### src/rtl/pkt_frame_sched.sv
// rtl/pkt_frame_sched.sv - two-requester round-robin framer feeding the 8b/10b + CRC encoder
// Frames are 4x K28.1, payload, K28.5, then a quiet gap for the encoder's K23.7 + CRC insertion.
module pkt_frame_sched #(
  parameter int MAX_LEN    = 255,
  parameter int GAP_CYCLES = 10,
  parameter int SYNC_CNT   = 4,
  localparam int LEN_W     = $clog2(MAX_LEN + 1)
) (
  input  logic             clk,
  input  logic             reset,
  input  logic             req0,
  input  logic             req1,
  input  logic [LEN_W-1:0] len0,
  input  logic [LEN_W-1:0] len1,
  input  logic [7:0]       din0,
  input  logic [7:0]       din1,
  input  logic             vld0,
  input  logic             vld1,
  output logic             rdy0,
  output logic             rdy1,
  output logic             pushin,
  output logic [8:0]       datain,
  output logic             startin,
  output logic [1:0]       grant,
  output logic             busy,
  output logic             done
);

  localparam logic [8:0] K28_1   = 9'h13C;
  localparam logic [8:0] K28_5   = 9'h1BC;
  localparam int         CNT_MAX = (GAP_CYCLES > SYNC_CNT) ? GAP_CYCLES : SYNC_CNT;
  localparam int         CNT_W   = $clog2(CNT_MAX + 1);

  if (GAP_CYCLES < 10) begin : g_bad_gap
    $error("pkt_frame_sched: GAP_CYCLES must be >= 10");
  end
  if (SYNC_CNT < 2) begin : g_bad_sync
    $error("pkt_frame_sched: SYNC_CNT must be >= 2");
  end

  typedef enum logic [2:0] {IDLE, SYNC, PAYLOAD, EOP, GAP} state_t;

  // state leads the registered outputs by one cycle: it names what is emitted at the next edge
  state_t           state, state_n;
  logic [CNT_W-1:0] cnt, cnt_n;
  logic [LEN_W-1:0] remaining, remaining_n;
  logic             last_grant, last_grant_n;
  logic             pushin_n, startin_n, busy_n, done_n;
  logic [8:0]       datain_n;
  logic [1:0]       grant_n;
  logic             sel_vld, accept, any_req, pick, launch;
  logic [7:0]       sel_din;

  assign rdy0    = (state == PAYLOAD) && grant[0] && (remaining != '0);
  assign rdy1    = (state == PAYLOAD) && grant[1] && (remaining != '0);
  assign sel_vld = grant[1] ? vld1 : vld0;
  assign sel_din = grant[1] ? din1 : din0;
  assign accept  = sel_vld && (rdy0 || rdy1);
  assign any_req = req0 || req1;
  // on a tie the channel that did not win last time gets the grant
  assign pick    = (req0 && req1) ? ~last_grant : req1;

  always_comb begin
    state_n      = state;
    cnt_n        = cnt;
    remaining_n  = remaining;
    last_grant_n = last_grant;
    grant_n      = grant;
    busy_n       = busy;
    pushin_n     = 1'b0;
    datain_n     = 9'h000;
    startin_n    = 1'b0;
    done_n       = 1'b0;
    launch       = 1'b0;

    case (state)
      IDLE: launch = any_req;
      SYNC: begin
        pushin_n = 1'b1;
        datain_n = K28_1;
        cnt_n    = cnt + 1'b1;
        if (cnt == CNT_W'(SYNC_CNT - 1))
          state_n = (remaining != '0) ? PAYLOAD : EOP;
      end
      PAYLOAD: begin
        if (accept) begin
          pushin_n    = 1'b1;
          datain_n    = {1'b0, sel_din};
          remaining_n = remaining - 1'b1;
          if (remaining == LEN_W'(1))
            state_n = EOP;
        end
      end
      EOP: begin
        pushin_n = 1'b1;
        datain_n = K28_5;
        done_n   = 1'b1;
        cnt_n    = '0;
        state_n  = GAP;
      end
      GAP: begin
        cnt_n = cnt + 1'b1;
        if (cnt == CNT_W'(GAP_CYCLES)) begin
          if (any_req) begin
            launch = 1'b1;
          end else begin
            state_n = IDLE;
            grant_n = 2'b00;
            busy_n  = 1'b0;
          end
        end
      end
      default: state_n = IDLE;
    endcase

    // the first K28.1 goes out on the grant edge itself
    if (launch) begin
      state_n      = SYNC;
      cnt_n        = CNT_W'(1);
      last_grant_n = pick;
      grant_n      = pick ? 2'b10 : 2'b01;
      remaining_n  = pick ? len1 : len0;
      busy_n       = 1'b1;
      pushin_n     = 1'b1;
      datain_n     = K28_1;
      startin_n    = 1'b1;
    end
  end

  always_ff @(posedge clk) begin
    if (!reset) begin
      state      <= IDLE;
      cnt        <= '0;
      remaining  <= '0;
      last_grant <= 1'b1;
      pushin     <= 1'b0;
      datain     <= 9'h000;
      startin    <= 1'b0;
      grant      <= 2'b00;
      busy       <= 1'b0;
      done       <= 1'b0;
    end else begin
      state      <= state_n;
      cnt        <= cnt_n;
      remaining  <= remaining_n;
      last_grant <= last_grant_n;
      pushin     <= pushin_n;
      datain     <= datain_n;
      startin    <= startin_n;
      grant      <= grant_n;
      busy       <= busy_n;
      done       <= done_n;
    end
  end

endmodule

### config.mk
export PLATFORM = sky130hd
export DESIGN_NAME = pkt_frame_sched
export DESIGN_NICKNAME = d
export VERILOG_FILES = /design/src/rtl/pkt_frame_sched.sv
export SDC_FILE = /design/constraint.sdc
export NUM_CORES = 1
export LEC_CHECK = 0
export BUFFER_PORTS_ARGS = -buffer_cell sky130_fd_sc_hd__clkbuf_2
export CAP_MARGIN = 20
export CORE_AREA = 2 2 60 62
export CTS_BUF_LIST = sky130_fd_sc_hd__clkbuf_8
export DETAILED_ROUTE_END_ITERATION = 10
export DIE_AREA = 0 0 62 64
export GPL_ROUTABILITY_DRIVEN = 0
export MAX_ROUTING_LAYER = met4
export PLACE_DENSITY = 0.87
export SYNTH_ARGS = -nofsm -noshare
export SYNTH_HDL_FRONTEND = slang
export SYNTH_SLANG_ARGS = --single-unit
### constraint.sdc
create_clock -name clk -period 2.6 [get_ports clk]
set_clock_uncertainty 0.05 [all_clocks]
set_input_delay 0.13 -clock clk [delete_from_list [all_inputs] [get_ports clk]]
set_output_delay 0.13 -clock clk [all_outputs]
set_load 0.1 [all_outputs]
---- Word level (Yosys, flattened, before mapping) ----
Index checks and enable logic that the tools add are counted.
storage, ports and cells
  logic and storage cells ................. 97
  flip-flop bits (word level) ............. 31
  bits of input ports ..................... 38
  output and inout port bits .............. 17
operators by class
  muxes and demuxes ....................... 37
  bitwise logic cells ..................... 3
  add/sub/neg operators ................... 2
  equal/unequal tests ..................... 19
  reduce and logical (&&, ||, !) cells .... 23
operator list
  operator             count
  $mux 8               6
  $pmux 9 s3           1
  $mux 1               15
  $mux 3               5
  $pmux 3 s5           1
  $ne 3x3->1 const B   4
  $reduce_and 6->1     2
  $mux 2               5
  $ne 2x2->1 const B   5
  $reduce_bool 2->1    5
  $mux 9               1
  $eq 8x1->1 const B   1
  $pmux 4 s2           1
  $reduce_bool 8->1    1
  $sub 8x1->8 const B  1
  $eq 3x2->1 const B   2
  $logic_and 1x1->1    6
  $reduce_or 2->1      3
  $add 4x1->4 const B  1
  $eq 4x2->1 const B   1
  $eq 4x4->1 const B   1
  $ne 2x1->1 const B   2
  $pmux 1 s2           2
  $eq 3x1->1 const B   1
  8 further kinds      11

---- Longest topological paths before layout ----
  depth in word-level cells ............... 8
  depth in mapped cells ................... 8
  mapped depth without buffers ............ 7

---- Worst setup path after synthesis ----
OpenSTA, ideal clock, no wires.
  kind .................................... register to output
  start point ............................. reg grant[1]
  end point ............................... out rdy1
  stages on the path, launching flop included .. 3
  data required time ...................... 2.420 ns
  path buffers ............................ 1
  data arrival time ....................... 2.266 ns
  path slack .............................. 0.154 ns
  cell sequence ........................... dfxtp_1 > clkbuf_1 > and2_1
on the way
  word-level cells in the longest chain between the ends .. 2
RTL lines
  what                             RTL line  source
  start: declaration               24        output logic [1:0] grant,
  start signal: assignment         150       grant <= grant_n;
  $logic_and 1x1->1 (2 in series)  55        assign rdy1 = (state == PAYLOAD) && grant[1] && (remaining != '0);
  end: declaration                 20        output logic rdy1,
Every way passes these cells.

---- Worst setup path after layout ----
  start point ............................. reg state[1]
  end point ............................... out rdy0
on the way
  word-level cells in the longest chain between the ends .. 3
RTL lines
  what                             RTL line  source
  start: declaration               44        state_t state, state_n;
  start signal: assignment         143       state <= state_n;
  $eq 3x2->1                       54        assign rdy0 = (state == PAYLOAD) && grant[0] && (remaining != '0);
  $logic_and 1x1->1 (2 in series)  54
  end: declaration                 19        output logic rdy0,
Every way passes these cells.

==> impl_metrics.toml <==
[outcome]
status = "finished, final reports clean"

[critical_path]
max_stage_delay_ns = 0.61
critical_path.max_fanout = 14
worstSetupPathType = "register to output pin"
arrival_ns = 2.25
path_cells = "or3b_1, a21oi_4, and2_1, clkbuf_2"
start_kind = "register"
cp.buffers_inverters = 1
cp-end-kind = "output pin"
required_ns = 2.42
critical-path-top-delay-family = "simple AND/OR/NAND/NOR gates"
slowest_stage = "dfxtp_1"

[logic_synthesis]
synth_top_area_cell = "dfxtp_1"
synth-xor-area-share_pct = 1.01
synthSimpleGateAreaFrac_pct = 21.0
synth_compound_area_share_pct = 30.1
synthesis.nets = 240
ys_warn_count = 0
ys_types = 56
syn_inst = 198
synth_fa_ha_area_share_pct = 2.88
ys_async_sr_fraction_pct = 0
synth_top_family_by_area = "compound AO/OA/AOI/OAI gates"
synth_edf_count = 0
synth_seq_area_share_pct = 35.8
synthTopCellsByArea = "dfxtp_1, a21oi_1, mux2i_1"
synth.area.mux_share_pct = 4.61
avgSynthCellArea_um2 = 8.76
ys_ff_latch = 31
synthFlopType = "dfxtp_1"
synth_area_um2 = 1740
synth_top_cell_area_share_pct = 35.8

[place]
portBuffers = 54
dpl.hpwl_um = 3030
placed_area_um2 = 2040
dp_slack_ns = 0.498

[finish]
nFillCells = 286
final_cell_mix = "clkbuf_2, dfxtp_1, nor2_1, a21oi_1, nand2_1"
final_common_cell = "clkbuf_2"
fin_util_pct = 64.8
design_area_um2 = 2130
area_growth_pct = 22.6
nNetsFinal = 294
insertedDiodeCount = 0
layout-drive-gt1-share_pct = 31.3

[global_routing]
grt_antenna_before_repair = 0
grt.total_usage_pct = 22.6
grt_first_pass_wirelength_um = 6650
grt_pass1_vias = 1550
overflow = 0
grt_max_degree = 20

[routing]
wl_um = 4120
highest_layer = "met4"
viasPerCell = 5.67
num_vias = 1690
initialDrtViolationCount = 60
wl_met2_um = 1920
ant_nets = 0
wl_per_cell_um = 13.8
wl_met1_um = 1840
drc_errors = 0
wl_met3_um = 310
first_pass_iters = 4

[cts]
cts_buffers = 5
postCtsHoldBufs = 0
post-cts-setup-buffers = 0
htreeDepth = 2
clock_latency_ns = 0.28
cts.sinks = 31
cts_tree = "yes"
ctsResizeCount = 0
clk_path_buf_depth = 2
clk_pin_slew_ns = 0.06
root_buffer = "clkbuf_8"

[sta]
hold_viol = 0
post-route-min-period_ns = 2.43
relSlewSlack_pct = 58.3
setup_tns_ns = 0
post-route-period-util_pct = 93.6
setup_viol = 0
tightestPinTransition_ns = 0.621
finalMaxSlewViolations = 0
max_freq_mhz = 411
rsz0062_at_grt = "no"
setup_slack_ns = 0.166

[run]
maxCapViolCount = 0

[floorplanning]
ioPinCount = 55
start_util_pct = 52.8
die-width_um = 62
die_area_um2 = 3970
coreArea_um2 = 3280
die_y_um = 64
std_cell_rows = 21

[power]
power_density_nw_per_um2 = 623
power.leakage_uw = 0.000940
max-vdd-ir-drop_v = 0.000298

[min_path]
hp-class = "input pin to register"
## cell type report
cell class	instances	area [um^2]	share of cell area (%)
Tap cell	46	57.6	2.71
Sequential cell	31	621	29.2
Clock buffer	6	82.6	3.88
Timing Repair Buffer	57	293	13.8
Multi-Input combinational cell	148	1030	48.6
Inverter	9	33.8	1.59
Clock inverter	1	5.00	0.235
## power breakdown
part	internal [uW]	total [uW]	switching, uW
logic	130	396	266
clock network	207	377	170
registers	512	551	39.1
total	849	1320	476
## metal layers
metal / global-route usage, % / vias to the layer above
li1: - / 852
met1: 28.9 / 763
met2: 35.2 / 70
met3: 6.28 / 5
met4: 5.32 / 0
met5: - / -
## cells by family after synthesis
kind of cell / Yosys count
muxes: 8
and+or+nand+nor: 63
xor gates and xnor gates: 2
DFF: 31
adders and majority gates: 4
buffers and inverters: 19
AOI/OAI and AO/OA: 71
## path summary, 6_finish.rpt
| kind | startpoint | to | slack [ns] | cells past startpoint |
|---|---|---|---|---|
| worst max register to register | state[1] | remaining[0] | 0.56 | 5 |
| worst max-delay path | state[1] | rdy0 | 0.17 | 4 |
| worst min-delay path | din0[1] | datain[1] | 0.04 | 3 |
| worst min register to register | busy | busy | 0.47 | 2 |
## cells in the mapped netlist (2+ instances only)
cell type,instances
a21oi_1,17
a31oi_1,3
a32oi_1,9
a41oi_1,3
and2_1,3
and3_1,2
buf_2,4
clkbuf_1,5
dfxtp_1,31
ha_1,4
inv_1,9
mux2i_1,8
nand2_1,12
nand2b_1,2
nand3_1,4
nor2_1,17
nor2b_1,4
nor3_1,3
nor3b_1,3
nor4_2,2
o21ai_0,5
o21ai_1,11
o21bai_1,2
o221a_1,3
## state kept, by name (all words and copies together) (netlist names)
| register | flops |
|---|---|
| state | 3 |
| startin | 1 |
| remaining | 8 |
| busy | 1 |
| datain | 9 |
| last_grant | 1 |
| grant | 2 |
| cnt | 4 |
| done | 1 |
| pushin | 1 |
## tightest hold or removal path: stages
cell and delay, ns:
clkbuf_2 0.08, mux2i_1 0.05, nor2_1 0.07
## through the flow
step	instances	power, uW	hold WS [ns]
2_1_floorplan	198	864	0.224
3_3_place_gp	291	945	0.318
3_5_place_dp	291	954	0.324
4_1_cts	298	1330	0.0333
5_1_grt	298	1400	0.0386
6_report	298	1320	0.0399
Power figures use the tool's default switching activity.
